--- config.mk ---
export PLATFORM = sky130hd
export DESIGN_NAME = pads_pwr_seq
export DESIGN_NICKNAME = d
export VERILOG_FILES = /design/src/rtl/pads_pwr_seq.sv
export SDC_FILE = /design/constraint.sdc
export NUM_CORES = 1
export LEC_CHECK = 0
export CAP_MARGIN = 0
export CORE_ASPECT_RATIO = 1.5
export CORE_MARGIN = 2
export CORE_UTILIZATION = 54
export CTS_CLUSTER_DIAMETER = 50
export DETAILED_ROUTE_END_ITERATION = 12
export GPL_TIMING_DRIVEN = 1
export HOLD_SLACK_MARGIN = 0.03
export PLACE_DENSITY = 0.79
export SLEW_MARGIN = 10
export SYNTH_ARGS = -nofsm -noshare
export SYNTH_HDL_FRONTEND = slang
export SYNTH_SLANG_ARGS = --single-unit
--- constraint.sdc ---
create_clock -name clk -period 2.35 [get_ports clk]
set_input_delay 0.705 -clock clk [delete_from_list [all_inputs] [get_ports clk]]
set_output_delay 0.705 -clock clk [all_outputs]
set_load 0.1 [all_outputs]
--- src/rtl/pads_pwr_seq.sv ---
// pads_pwr_seq: staggered I/O pad-bank enable sequencer gated by a filtered POC supply-good signal
module pads_pwr_seq #(
  parameter int N_BANKS  = 4,
  parameter int STAGGER  = 16,
  parameter int POC_FILT = 8
) (
  input  logic               clk,
  input  logic               rst,
  input  logic               poc_ok,
  input  logic               en,
  input  logic               clr_fault,
  output logic [N_BANKS-1:0] bank_oe,
  output logic               pads_ready,
  output logic               busy,
  output logic               fault,
  output logic [7:0]         fault_cnt
);
  localparam int SW = $clog2(STAGGER + 1);
  localparam int FW = $clog2(POC_FILT + 1);
  typedef enum logic [2:0] {OFF, QUAL, RAMP_UP, ON, RAMP_DN} state_t;
  state_t             state_q, state_d;
  logic               poc_m_q, poc_s_q;
  logic [SW-1:0]      stg_q, stg_d;
  logic [FW-1:0]      filt_q, filt_d;
  logic [N_BANKS-1:0] oe_q, oe_d;
  logic               fault_q, fault_d;
  logic [7:0]         cnt_q, cnt_d;
  logic               rdy_q, busy_q;
  assign bank_oe    = oe_q;
  assign pads_ready = rdy_q;
  assign busy       = busy_q;
  assign fault      = fault_q;
  assign fault_cnt  = cnt_q;
  // Next state: supply qualification, staggered ramps, and immediate drop on supply loss
  always_comb begin
    state_d = state_q;
    stg_d   = stg_q;
    filt_d  = filt_q;
    oe_d    = oe_q;
    fault_d = fault_q & ~clr_fault;
    cnt_d   = cnt_q;
    case (state_q)
      OFF: if (en) begin
        state_d = QUAL;
        filt_d  = '0;
      end
      QUAL: if (!en) state_d = OFF;
      else if (!poc_s_q) filt_d = '0;
      else if (filt_q == FW'(POC_FILT - 1)) begin
        filt_d  = FW'(POC_FILT);
        stg_d   = '0;
        state_d = RAMP_UP;
      end
      else filt_d = filt_q + FW'(1);
      default: if (!poc_s_q) begin
        oe_d    = '0;
        state_d = OFF;
        if (|oe_q) begin
          fault_d = 1'b1;
          cnt_d   = cnt_q + {7'd0, cnt_q != 8'hFF};
        end
      end
      else if (state_q == RAMP_UP && en) begin
        if (stg_q == '0) begin
          oe_d    = (oe_q << 1) | N_BANKS'(1);
          stg_d   = SW'(STAGGER - 1);
          state_d = &oe_d ? ON : RAMP_UP;
        end
        else stg_d = stg_q - SW'(1);
      end
      else if (state_q == ON && en) state_d = ON;
      else if (state_q != RAMP_DN || stg_q == '0) begin
        oe_d    = oe_q >> 1;
        stg_d   = SW'(STAGGER - 1);
        state_d = |oe_d ? RAMP_DN : OFF;
      end
      else stg_d = stg_q - SW'(1);
    endcase
  end
  // State, synchroniser and registered status outputs
  always_ff @(posedge clk) begin
    if (rst) begin
      state_q <= OFF;
      poc_m_q <= 1'b0;
      poc_s_q <= 1'b0;
      stg_q   <= '0;
      filt_q  <= '0;
      oe_q    <= '0;
      fault_q <= 1'b0;
      cnt_q   <= '0;
      rdy_q   <= 1'b0;
      busy_q  <= 1'b0;
    end else begin
      state_q <= state_d;
      poc_m_q <= poc_ok;
      poc_s_q <= poc_m_q;
      stg_q   <= stg_d;
      filt_q  <= filt_d;
      oe_q    <= oe_d;
      fault_q <= fault_d;
      cnt_q   <= cnt_d;
      rdy_q   <= state_d == ON;
      busy_q  <= state_d == RAMP_UP || state_d == RAMP_DN;
    end
  end
endmodule
Word-level counts from Yosys, hierarchy flattened
Cells that the tools add are included.
Widths: inputs -> output; s select.
{"block": "totals", "elab_cells": 83, "input_bits": 5, "reg_bits": 29, "output_inout_bits": 15}
{"block": "op_classes", "n_mux": 34, "n_addsub": 3, "eq_ne": 16, "n_reduce_logical": 15, "bitwise": 5}
{"operator": "$mux 5", "count": 8}
{"operator": "$mux 4", "count": 9}
{"operator": "$mux 3", "count": 10}
{"operator": "$eq 3x2->1 const B", "count": 4}
{"operator": "$pmux 5 s2", "count": 1}
{"operator": "$reduce_and 3->1", "count": 3}
{"operator": "$add 8x1->8", "count": 1}
{"operator": "$ne 8x8->1 const B", "count": 1}
{"operator": "$pmux 4 s2", "count": 1}
{"operator": "$ne 2x2->1 const B", "count": 3}
{"operator": "$ne 3x2->1 const B", "count": 2}
{"operator": "$ne 3x3->1 const B", "count": 2}
{"operator": "$pmux 3 s2", "count": 1}
{"operator": "$logic_not 5->1", "count": 1}
{"operator": "$reduce_and 5->1", "count": 1}
{"operator": "$sub 5x1->5 const B", "count": 1}
{"operator": "$add 4x1->4 const B", "count": 1}
{"operator": "$eq 4x3->1 const B", "count": 1}
{"operator": "$mux 1", "count": 4}
{"operator": "$not 1->1", "count": 4}
{"operator": "$reduce_and 4->1", "count": 1}
{"operator": "$reduce_or 4->1", "count": 1}
{"operator": "$eq 3x1->1 const B", "count": 1}
{"operator": "$eq 3x3->1 const B", "count": 1}
{"operator": "other kinds (8)", "count": 10}

Longest topological paths before layout
Gate-level depths: netlist of the first run.
{"block": "logic_depth", "ltp_word": 9, "mapped_depth": 8, "ltp_nobuf": 8}

Worst setup path before layout of the first run
Ideal clock, no wire load.
{"block": "synth_path", "kind": "register to register", "startpoint": "reg cnt_q[3], in the netlist fault_cnt[3]", "endpoint": "reg cnt_q[4], in the netlist fault_cnt[4]", "n_path_buf": 0, "t_arrival_ns": 2.269, "slack_ns": -0.047, "synth_period_minus_slack_ns": 2.397, "required_time_ns": 2.222, "path_stages_with_launch": 9, "setup_ns": 0.128, "cell_sequence": "dfxtp_1 > nand4_1 > or2_2 > ha_1 > ha_1 > nand3_1 > nor3_1 > xnor2_1 > nor2_1"}
{"block": "synth_via", "elab_chain_cells": 2}
{"item": "from (decl)", "line": "27", "rtl": "logic [7:0] cnt_q, cnt_d;"}
{"item": "from (signal assigned)", "line": "101", "rtl": "cnt_q <= cnt_d;"}
{"item": "$ne 8x8->1", "line": "60", "rtl": "cnt_d = cnt_q + {7'd0, cnt_q != 8'hFF};"}
{"item": "$add 8x1->8 (*)", "line": "60"}
Mark *: on every way between the ends. The rest lies on a longest branch, timed or not.
A chain may end at the register's enable or synchronous reset.

Worst setup path in the final report of the first run
{"block": "layout_path", "startpoint": "in en", "endpoint": "reg stg_q[3]"}
{"block": "layout_via", "elab_chain_cells": 4, "elab_cells_between_ends": 8, "cone_classes": "eq/ne: 2; mux: 3; reduce/logical: 3"}
{"item": "from (decl)", "line": "10", "rtl": "input logic en,"}
{"item": "$logic_and 1x1->1", "line": "63", "rtl": "else if (state_q == RAMP_UP && en) begin"}
{"item": "$mux 5", "line": "63"}
{"item": "$mux 5", "line": "55", "rtl": "default: if (!poc_s_q) begin"}
{"item": "$pmux 5 s2", "line": "42", "rtl": "case (state_q)"}
{"item": "to (signal assigned)", "line": "97", "rtl": "stg_q <= stg_d;"}
{"item": "to (decl)", "line": "23", "rtl": "logic [SW-1:0] stg_q, stg_d;"}
Several ways; a longest one is shown, not always the timed one. The select of a mux whose other input is x is not followed.

==> results.md, run 1 <==
Clock network:
- The buffer levels on the longest clock path is 2.
- The post-cts hold buffer count is 0.
- The post-cts resize count is 0.
- The setup fix buffers added after clock tree synthesis is 0.
- The clock net in this run drives a total of 29 sinks.
- CTS placed an instance of clkbuf_8 at the clock tree root.
- TritonCTS created 5 clock buffers.
- For the worst-skew pair, the clock arrives at the later sink with an insertion delay of roughly 0.28 ns.
- The H-tree was split into 2 levels.
- After clock tree synthesis, the clock-pin slew on the worst setup and hold paths is about 0.060 ns.
- TritonCTS built the clock tree.

Placement:
- The placement-stage worst setup slack is -0.0300 ns.
- The placement-stage cell area is 1720 sq um.
- The half-perimeter wire length after detailed placement is 2480 um.
- The cell count after placement is approximately 230.
- At the end of routability-driven placement, the weighted congestion stood at ~0.8.
- In this run the tool buffered the top-level ports with 19 buffer cells.

Hold path:
- The endpoint of the worst hold path is poc_s_q$_SDFF_PP0_.
- The tightest min-delay check is of the flop to flop type.
- The startpoint identified for the worst hold timing path is poc_m_q$_SDFF_PP0_.
- The cell depth of the worst hold path is 1.

Final layout:
- The post-route non-filler standard cell count is 235.
- Once layout is complete, the utilization of the core stands at 0.680.
- Leaving out fill and tap cells, the most frequent cells in the layout are dfxtp_1, buf_4, a21oi_1, nor2_1, nand2_1.
- Summing all non-filler instances in the final layout gives an area of between 1500 and 2000 sq um.
- The net total in the final layout is 206.
- Leaving out fill and tap cells, the most frequent cell in the layout is dfxtp_1.
- The relative area change from synthesis to final layout is 21.0%.
- The antenna diode count is 0.
- The share of final-layout standard cells stronger than drive strength 1 is 0.222.

STA:
- The final setup skew is 0.00300 ns.
- Setup repair after global routing left no endpoint under its margin.
- The total of endpoints with negative setup slack in the final report is 0.
- Once routing completed, OpenROAD measured the worst setup slack at 0.248 ns.
- The total negative setup slack is 0 ns.
- Based on the critical path, the design can be clocked at up to 476 MHz.
- The worst slew margin relative to its limit is 0.545.
- For the pin with the worst max-slew slack, the measured transition is 0.681 ns.
- The worst hold slack is ~0.45 ns.
- The count of pins over their slew limit is 0.
- The final-report hold violation count is 0.
- Of the available clock period, the critical path in the final layout requires 0.895.
- The worst path in the final design needs a cycle of between 2 and 2.5 ns, including I/O delays and setup.

Power and ir drop:
- The final total power is a little under 1 mW.
- Summed over all cells, the static leakage comes to around 0.67 nW.
- The worst ir drop on vdd is 0.410 mV.
- In this run the power density over the cells is 544 nW/um^2.

GRT:
- The number of antenna violations at the first check in global routing is 0.
- The wire length of the first global-routing pass is 5530 um.
- The number of global-route vias before repair is 1311.
- For this run, the total global-route usage over all layers was measured as 0.241.
- Summed over all layers, the global routing overflow is 0.
- Entering global routing, the biggest net connects 23 pins.

Logic synthesis:
- Yosys mapped the design onto 49 distinct sky130hd cell types.
- For this run, the register share of the synthesized area comes to 0.386.
- The number of flops mapped to enable cells by yosys is 0.
- The average instance in the mapped netlist occupies 8.69 sq um.
- Ranked by total cell area, the synthesized netlist is headed by dfxtp_1, a21oi_1, nor2_1, ha_1, o21ai_0.
- Counting every net in the synthesized netlist gives about 180.
- The most used flip-flop cell after synthesis is dfxtp_1.
- Yosys printed 0 warnings.
- In the synthesized netlist the async set-or-reset flop fraction comes to 0.
- Summed over all instances, the cell type with the most area after synthesis is dfxtp_1.
- The top cell type's share of synthesized area is 0.386.
- The netlist area before placement is 1500 sq um.
- The count of state elements after synthesis is 29.
- Counting every instance in the synthesized netlist gives between 150 and 200.

Floorplan:
- The starting density of the core is 0.562.
- The core area is 2680 sq um.
- The die covers between 3000 and 4000 sq um.
- 20 I/O pins were placed.
- The vertical die dimension is 68.6 um.
- The floorplan has 23 rows.
- In this run the horizontal extent of the chip is ~47 um.

Critical path:
- The worst register-to-register path has a depth of 6.
- In this run the critical register-to-register path is launched from stg_q[0]$_SDFFE_PP0P_.
- For flop-to-flop paths, the worst setup slack is 0.42 ns.
- The worst setup path is of the primary input to flop kind.
- Data on the critical path is required at its endpoint by 2.52 ns.
- STA classifies the critical path startpoint as a primary input.
- Data on the critical path arrives at its endpoint at 2.27 ns.
- Along the worst path, the maximum fanout reaches 7.
- The element type at the critical path end is a flop.
- The endpoint identified for the worst register-to-register timing path is bank_oe[3]$_SDFFE_PP0P_.

Drt:
- For this run, design rule violations remaining after detail routing come to 0.
- In the final routed layout, each cell accounts on average for ~15 um.
- After detailed routing, the number of vias per cell comes to between 5 and 6.
- In this run the remaining antenna-violating nets after routing total 0.
- The first routing iteration left 21 violations.
- The via count is 1396.
- The number of search-and-repair iterations in the first detailed-routing pass is 4.
- After detailed routing, the total wire length is 3430 um.

Outcome:
- The flow ran to the end, and the final reports show no timing, DRC or antenna violations.

Flow run:
- The number of max-capacitance violations reported is 0.
[worst max path at each step]
stage	start	endpoint	slack, ns	cells past startpoint
floorplan	fault_cnt[6]$_SDFFE_PP0P_	fault_cnt[4]$_SDFFE_PP0P_	0.02	8
global placement	en	busy$_SDFF_PP0_	0.03	4
detailed placement	en	stg_q[3]$_SDFFE_PP0P_	-0.03	5
CTS	en	stg_q[3]$_SDFFE_PP0P_	0.26	5
global route	en	stg_q[3]$_SDFFE_PP0P_	0.15	5
finish	en	stg_q[3]$_SDFFE_PP0P_	0.25	5
[kinds of logic (layout without fill, tap and decap cells)]
kind of cell               Yosys count  count (layout)  synth area share
buffers and inverters               14              39            0.0374
AOI/OAI and AO/OA                   48              48             0.212
adders and majority gates            4               4            0.0333
and+or+nand+nor                     70              70             0.280
xor gates and xnor gates             5               5            0.0291
muxes                                3               3            0.0225
DFF                                 29              29             0.386
[critical path, cell delays in order]
cell and delay [ns]:
clkdlybuf4s50_1 0.52, a21boi_1 0.23, o21ai_0 0.12, or4_1 0.43, a32o_1 0.26
[per-layer routing]
layer | track usage | vias to the layer above | share of wire
met4 | 0.146 | 0 | 0.028
met2 | 0.437 | 28 | 0.55
met1 | 0.229 | 669 | 0.39
met5 | 0 | - | 0
met3 | 0.0651 | 9 | 0.031
li1 | - | 690 | -
[cell usage after synthesis (all sizes together), types with 5 or more instances]
| cell | n |
|---|---|
| dfxtp | 29 |
| a21oi | 18 |
| nor2 | 14 |
| nand2 | 11 |
| o21ai | 9 |
| inv | 6 |
| nor3 | 6 |
| clkbuf | 5 |
| nand4 | 5 |
| xnor2 | 5 |
[registers in the layout (all words and copies together) (netlist names)]
signal / cells
poc_s_q: 1
stg_q: 5
poc_m_q: 1
filt_q: 4
pads_ready: 1
busy: 1
fault_cnt: 8
state_q: 3
fault: 1
bank_oe: 4
[power breakdown]
part	internal (mW)	total (mW)	switching, mW
combinational	0.0156	0.0342	0.0186
sequential	0.494	0.501	0.00657
clock	0.264	0.455	0.190
total	0.774	0.990	0.216
[cell type report]
| type | instances | area [sq um] |
|---|---|---|
| Tap cell | 37 | 46.3 |
| Timing Repair Buffer | 25 | 198 |
| Inverter | 6 | 22.5 |
| Clock buffer | 7 | 96.3 |
| Multi-Input combinational cell | 130 | 867 |
| Clock inverter | 1 | 5.00 |
| Fill cell | 224 | 857 |
| Sequential cell | 29 | 584 |
(Power assumes the default switching activity.)
==> inputs of run 2 (changes only) <==
- CORE_UTILIZATION: 54 -> 61
- DONT_BUFFER_PORTS: unset -> 1
- PLACE_DENSITY: 0.79 -> 0.77
- SETUP_SLACK_MARGIN: unset -> 0.1
- SLEW_MARGIN: 10 -> 0
==> run 2 against run 1 <==
Total power shrank 16%. Combinational power shrank 49%. Sequential power is essentially flat. Register-to-register slack is essentially flat. Critical path type is now flop to flop. Largest cell class unchanged.
==> results.md, run 2 (synthesized netlist as in run 1, its figures left out) <==
Final layout:
- The most common library cell in the layout ignoring fill and taps is dfxtp_1.
- The antenna diode count is 0 (unchanged).
- From synthesis to final layout, the design area changed by 11.6%.
- The net total in the final layout was 196 (-4.9%).
- The final core area utilization is 0.701 (+0.0209).
- The final-layout fill cell count is 190 (-15%).
- The share of final-layout standard cells stronger than drive strength 1 came to 0.219 (-0.00297).
- The number of flip-flops under the largest register name came to 8 (unchanged).
- Leaving out fill and tap cells, the most frequent cells in the layout are dfxtp_1, a21oi_1, buf_4, nor2_1, nand2_1.

Power and ir drop:
- The worst ir drop on vdd was 0.427 mV (+4.1%).
- The leakage power figure was 0.610 nW (-9.2%).
- The areal power density over the cells is 494 nW/um^2 (-9.1%).
- The final total power came to 0.829 mW (-16%).

Placement:
- The number of I/O port buffers is 0 (-19).
- The routability-driven placement congestion ratio is 0.870 (+9.4%).
- The placement-stage worst setup slack was 0.421 ns (+0.451 ns).
- The half-perimeter wire length after detailed placement is 2390 um (-3.6%).

Drt:
- The number of search-and-repair iterations in the first detailed-routing pass was 4 (unchanged).
- The DRC violation count after routing is 0 (unchanged).
- The count of antenna-violating nets left after detailed routing came to 0 (unchanged).
- The final routed wire length divided by cell count is 15.8 um (+8.5%).
- The number of vias per cell after detailed routing is 6.52 (+9.8%).
- The via count is 1376 (-1.4%).
- The post-detailed-routing wire length was 3340 um (-2.5%).
- The DRC marker count from the first detailed-route iteration was 36 (+71%).

Floorplan:
- The number of top-level pins was 20 (unchanged).
- The starting density of the core is 0.628 (+0.0661).
- The number of rows created at floorplan is 22 (-4.3%).
- The core area is 2390 sq um (-11%).
- The full die area is 2890 sq um (-11%).
- The vertical die dimension is 64.8 um (-5.6%).
- The width of the die is 44.5 um (-5.4%).

Critical path:
- Traced cell by cell, the critical path runs through inv_1, ha_1, nor4b_4, a21oi_2, or4_1, a21oi_1.
- The highest fanout seen on the critical path is 7 (unchanged).
- The critical path required time is 2.62 ns (+0.10 ns).
- The arrival time at the worst endpoint is 2.21 ns (-0.06 ns).
- The worst-case reg-to-reg path depth is 6 (unchanged).
- The worst setup path is launched from a flop.
- Tracing the worst setup path back leads to its startpoint at stg_q[0]$_SDFFE_PP0P_.
- The register-to-register setup slack is 0.41 ns (about the same).
- The start of the worst register-to-register path is stg_q[0]$_SDFFE_PP0P_.
- The element type at the critical path end is a flop.
- The slowest stage of the critical path is the or4_1 cell.
- Following the worst setup path forward leads to its endpoint at bank_oe[3]$_SDFFE_PP0P_.
- The peak per-stage delay on the critical path is 0.52 ns (about the same).
- The endpoint identified for the worst register-to-register timing path is bank_oe[3]$_SDFFE_PP0P_.
- The critical path is of the flop to flop type.

STA:
- The total negative setup slack is 0 ns (unchanged).
- The worst-margin pin slew was 0.862 ns (+0.181 ns).
- The clock period minus final worst setup slack is 1.94 ns (-0.165 ns).
- The minimum setup slack in the final design was 0.412 ns (+0.165 ns).
- The total of endpoints with negative setup slack in the final report is 0 (unchanged).
- The final setup skew is 0.00863 ns (+0.00563 ns).
- The count of pins over their slew limit came to 0 (unchanged).
- The maximum achievable frequency is 516 MHz (+8.5%).
- The part of the cycle the worst path needs is 0.825 (-0.0700).
- The worst slew margin relative to its limit is 0.421 (-0.124).
- The final-report hold violation count came to 0 (unchanged).
- Setup repair after global routing left no endpoint under its margin.

Clock network:
- The clock-pin transition on the worst setup and hold timing paths is 0.09 ns (+0.03 ns).
- The post-cts hold buffer count was 0 (unchanged).
- The sink count of the clock tree is 29 (unchanged).
- The root buffer cell is clkbuf_4.
- The later-pin clock latency in the skew report is 0.34 ns (+0.06 ns).
- The number of clock buffers inserted by TritonCTS came to 5 (unchanged).
- The setup fix buffers added after clock tree synthesis is 0 (unchanged).
- The buffer levels on the longest clock path came to 2 (unchanged).
- The H-tree depth is 2 (unchanged).
- The post-cts resize count was 0 (unchanged).
- The CTS tree is yes.

GRT:
- The number of antenna violations at the first check in global routing is 0 (unchanged).
- The pin count of the biggest net entering global routing is 24 (+4.3%).
- The number of global-route vias before repair is 1300 (-0.84%).
- The wire length of the first global-routing pass is 5440 um (-1.6%).
- The global-route congestion overflow total is 0 (unchanged).
- The global router's overall resource usage was 0.257 (+0.0158).

Hold path:
- The critical hold path startpoint is rst.
- The worst hold path belongs to the class primary input to flop.
- The cell depth of the worst hold path was 1 (unchanged).

Flow run:
- The number of max-capacitance violations reported is 0 (unchanged).

Outcome:
- The run finished with clean final reports.
[run 2: cell types whose count changed in the layout (fill, tap and decap cells not counted)]
| cell | previous run | this run |
|---|---|---|
| dfxtp_2 | 3 | 8 |
| dfxtp_1 | 26 | 21 |
| clkbuf_1 | 0 | 1 |
| buf_4 | 21 | 15 |
| clkinv_2 | 1 | 0 |
| clkbuf_4 | 0 | 5 |
| clkdlybuf4s50_1 | 4 | 0 |
| clkbuf_8 | 7 | 1 |
[run 2: worst max-delay path, delay by kind of cell (launching register included)]
kind                     cells  cell delay (ns)
AND/OR/NAND/NOR              2             0.94
flip-flops                   1             0.35
AO/OA/AOI/OAI                2             0.32
adder cells (fa/ha/maj)      1             0.21
buffers and inverters        1             0.07
[run 2: area by class of cell]
type / count / area (sq um) / area share
Tap cell: 24 / 30.0 / 0.0179
Clock buffer: 7 / 55.1 / 0.0328
Multi-Input combinational cell: 130 / 867 / 0.517
Inverter: 6 / 22.5 / 0.0134
Timing Repair Buffer: 15 / 113 / 0.0671
Sequential cell: 29 / 591 / 0.352
[run 2: worst min-delay path by stage]
stage               slack [ns]                         to
floorplan                 0.41         poc_s_q$_SDFF_PP0_
global placement          0.44         poc_s_q$_SDFF_PP0_
detailed placement        0.44         poc_s_q$_SDFF_PP0_
CTS                       0.42  fault_cnt[4]$_SDFFE_PP0P_
global route              0.41  fault_cnt[4]$_SDFFE_PP0P_
finish                    0.42  fault_cnt[4]$_SDFFE_PP0P_
[run 2: per-layer routing]
metal	up-vias	GRT usage	part of all wire
li1	665	-	-
met4	0	0.159	0.033
met2	43	0.453	0.54
met5	-	0	0
met3	14	0.0724	0.045
met1	654	0.248	0.38
[run 2: power breakdown]
group	switching [mW]	total [mW]	internal [mW]
clock	0.171	0.312	0.141
sequential	0.00655	0.500	0.493
combinational	0.00959	0.0175	0.00792
[run 2: metrics by stage]
step | cell area (sq um) | hold WS [ns] | std cells
2_1_floorplan | 1510 | 0.414 | 173
3_3_place_gp | 1620 | 0.443 | 204
3_5_place_dp | 1620 | 0.440 | 204
4_1_cts | 1680 | 0.419 | 211
5_1_grt | 1680 | 0.407 | 211
6_report | 1680 | 0.419 | 211
==> inputs of run 3 (changes only) <==
- CORE_UTILIZATION: 61 -> 55
- PLACE_DENSITY: 0.77 -> 0.73
- clock period: 2.35 -> 1.7 ns (I/O delays scaled with it)
==> run 3 against run 2 <==
Combinational power is 100% higher. Sequential share of layout area fell by 5.0 points. Die area is 10% higher. Non-clock buffer count up 21. Final area grew 23%. First-iteration DRC count increased by 36%. Count of clock-buffer cells in the layout rose by 1. Critical endpoint unchanged. Largest cell class unchanged.
==> results.md, run 3 (synthesized netlist as in run 1, its figures left out) <==
Hold path:
- The path class of the lowest-slack min-delay path is primary input to flop.
- The critical hold path startpoint is rst.

Final layout:
- The area taken by multi-input logic gates is 1010 sq um (+17%).
- The final-layout fill cell count is 191 (+0.53%).
- The most common library cell in the layout ignoring fill and taps is buf_4.
- The number of flip-flops under the largest register name is 8 (unchanged).
- The share of final-layout standard cells stronger than drive strength 1 is 0.421 (+0.202).
- The net total in the final layout is 217 (+11%).
- The final core area utilization was 0.779 (+0.0782).
- The footprint of the flip-flops and latches was 622 sq um (+5.3%).
- In the layout the commonest cells are buf_4, a21oi_1, nor2_1, dfxtp_1, nand2_1.
- The antenna diode count is 0 (unchanged).
- The post-route non-filler standard cell count is 246 (+17%).
- From synthesis to final layout, the design area changed by 37.1%.

Power and ir drop:
- The net switching fraction of the power came to 0.208 (-0.0175).
- The proportion of power drawn by flip-flops and latches is 0.549 (-0.054).
- The internal power consumption is 0.977 mW (+52%).
- The switching power summed over all nets came to 0.257 mW (+37%).
- The fraction of power consumed by combinational cells is 0.029 (+0.008).
- The clock network fraction of design power is 0.422 (+0.046).
- The areal power density over the cells is 598 nW/um^2 (+21%).
- The leakage power figure is 0.763 nW (+25%).
- The worst ir drop on vdd was 0.600 mV (+40%).

GRT:
- The number of global-route vias before repair was 1400 (+7.7%).
- The wire length of the first global-routing pass is 5770 um (+6.0%).
- The global router's overall resource usage came to 0.257 (+0.000395).
- The number of antenna violations at the first check in global routing is 0 (unchanged).
- The global-route congestion overflow total is 0 (unchanged).
- The pin count of the biggest net entering global routing was 24 (unchanged).

Clock network:
- The sink count of the clock tree is 29 (unchanged).
- Clock tree synthesis selected as its root buffer the cell clkbuf_8.
- The CTS tree is yes.
- The number of clock buffers inserted by TritonCTS came to 5 (unchanged).
- The clock-pin transition on the worst setup and hold timing paths is 0.06 ns (-0.03 ns).
- The buffer levels on the longest clock path is 2 (unchanged).
- The H-tree depth is 2 (unchanged).
- The later-pin clock latency in the skew report is 0.27 ns (-0.07 ns).

Drt:
- The post-detailed-routing wire length was 3990 um (+19%).
- The DRC violation count after routing is 0 (unchanged).
- The via count is 1485 (+7.9%).
- The number of search-and-repair iterations in the first detailed-routing pass came to 4 (unchanged).
- The final routed wire length divided by cell count is 16.2 um (+2.5%).
- The count of antenna-violating nets left after detailed routing was 0 (unchanged).
- The DRC marker count from the first detailed-route iteration is 49 (+36%).
- The number of vias per cell after detailed routing was 6.04 (-7.4%).

STA:
- The final-report hold violation count came to 0 (unchanged).
- The maximum achievable frequency is 589 MHz (+14%).
- The part of the cycle the worst path needs is 0.999 (+0.174).
- The worst-margin pin slew is 0.613 ns (-0.249 ns).
- Setup repair after global routing could not meet its margin everywhere.
- The worst slew margin relative to its limit was 0.588 (+0.168).
- The final setup skew is 0.00195 ns (-0.00668 ns).
- The clock period minus final worst setup slack is 1.70 ns (-0.240 ns).
- The total of endpoints with negative setup slack in the final report is 0 (unchanged).
- The count of pins over their slew limit is 0 (unchanged).

Critical path:
- The critical path is of the flop to flop type.
- The arrival time at the worst endpoint is 1.89 ns (-0.32 ns).
- Following the worst setup path forward leads to its endpoint at bank_oe[3]$_SDFFE_PP0P_.
- The critical path required time came to 1.89 ns (-0.73 ns).
- The start of the worst register-to-register path is stg_q[0]$_SDFFE_PP0P_.
- The most critical setup path has its startpoint at stg_q[0]$_SDFFE_PP0P_.
- The highest fanout seen on the critical path was 3 (-4).
- The worst-case reg-to-reg path depth is 7 (+1).
- The capture instance of the worst register-to-register path is bank_oe[3]$_SDFFE_PP0P_.
- The register-to-register setup slack is 0.002 ns (-0.41 ns).
- STA classifies the critical path startpoint as a flop.
- The element type at the critical path end is a flop.

Floorplan:
- The number of top-level pins is 20 (unchanged).
- The number of rows created at floorplan is 23 (+4.5%).
- The vertical die dimension came to 68.0 um (+5.0%).
- The starting density of the core came to 0.568 (-0.0600).
- The core area was 2650 sq um (+11%).
- The width of the die is 46.7 um (+4.8%).
- The full die area came to 3180 sq um (+10%).

Placement:
- The number of I/O port buffers is 0 (unchanged).
- The routability-driven placement congestion ratio is 0.884 (+1.6%).
- The cell count after placement is 226 (+11%).
- The half-perimeter wire length after detailed placement is 2650 um (+10%).

Outcome:
- The flow ran to the end, and the final reports show no timing, DRC or antenna violations.

Flow run:
- The number of max-capacitance violations reported came to 0 (unchanged).
run 3: cell count changes in the layout (fill, tap and decap cells not counted), moves of 3 or more:
| cell | before | now |
|---|---|---|
| o21ai_1 | 0 | 3 |
| ha_1 | 4 | 0 |
| dfxtp_4 | 0 | 8 |
| clkbuf_8 | 1 | 5 |
| o21ai_0 | 9 | 6 |
| ha_4 | 0 | 3 |
| dfxtp_1 | 21 | 12 |
| clkbuf_4 | 5 | 0 |
| buf_4 | 15 | 34 |
run 3: critical path, cell delays in order, from the launching register on:
cell,delay (ns)
dfxtp_2,0.32
inv_2,0.06
ha_4,0.13
nor4b_4,0.24
buf_4,0.17
o31ai_4,0.05
or4_1,0.48
a21oi_1,0.16
run 3: layout make-up:
| cell class | count | area share |
|---|---|---|
| tap | 37 | 0.0225 |
| inverter | 6 | 0.0109 |
| clock buffer | 8 | 0.0388 |
| timing repair buffer | 36 | 0.135 |
| multi-input combinational | 130 | 0.492 |
| sequential | 29 | 0.302 |
run 3: worst min-delay path by stage:
| stage | end | cells past startpoint |
|---|---|---|
| global placement | poc_s_q$_SDFF_PP0_ | 1 |
| floorplan | poc_s_q$_SDFF_PP0_ | 1 |
| finish | fault_cnt[0]$_SDFFE_PP0P_ | 1 |
| detailed placement | poc_s_q$_SDFF_PP0_ | 1 |
| global route | fault_cnt[5]$_SDFFE_PP0P_ | 1 |
| CTS | fault_cnt[6]$_SDFFE_PP0P_ | 1 |
run 3: power by group through the flow:
stage / combinational, mW / clock, mW / sequential (mW)
after floorplan: 0.0374 / 0 / 0.688
after global placement: 0.0301 / 0 / 0.692
after detailed placement: 0.0313 / 0 / 0.691
after CTS: 0.0326 / 0.538 / 0.676
after global routing: 0.0391 / 0.561 / 0.678
final: 0.0358 / 0.521 / 0.677
run 3: stage by stage:
stage          setup WS (ns)  area (sq um)  power (mW)  hold slack [ns]   TNS, ns
4_1_cts             -0.00784          1940        1.25            0.285  -0.00784
5_1_grt              -0.0927          2060        1.28            0.283    -0.100
3_5_place_dp         -0.0202          1790       0.723            0.436   -0.0202
6_report             0.00207          2060        1.23            0.296         0
3_3_place_gp          0.0945          1790       0.722            0.420         0
2_1_floorplan        -0.0334          1610       0.725            0.414   -0.0334
run 3: what timing repair did:
action | 4_1_cts | 5_1_grt
gates resized for setup | 4 | 19
hold buffers | 0 | 0
endpoints found under the setup margin | 6 | 14
buffers inserted | 7 | 6
pin swaps | 7 | 13
run 3: per-layer routing:
layer  share of wire  up-vias  GRT usage
met1            0.36      706      0.230
met3           0.039       17     0.0765
met2            0.56       51      0.465
met4           0.042        0      0.181
li1                -      711          -
met5               0        -          0
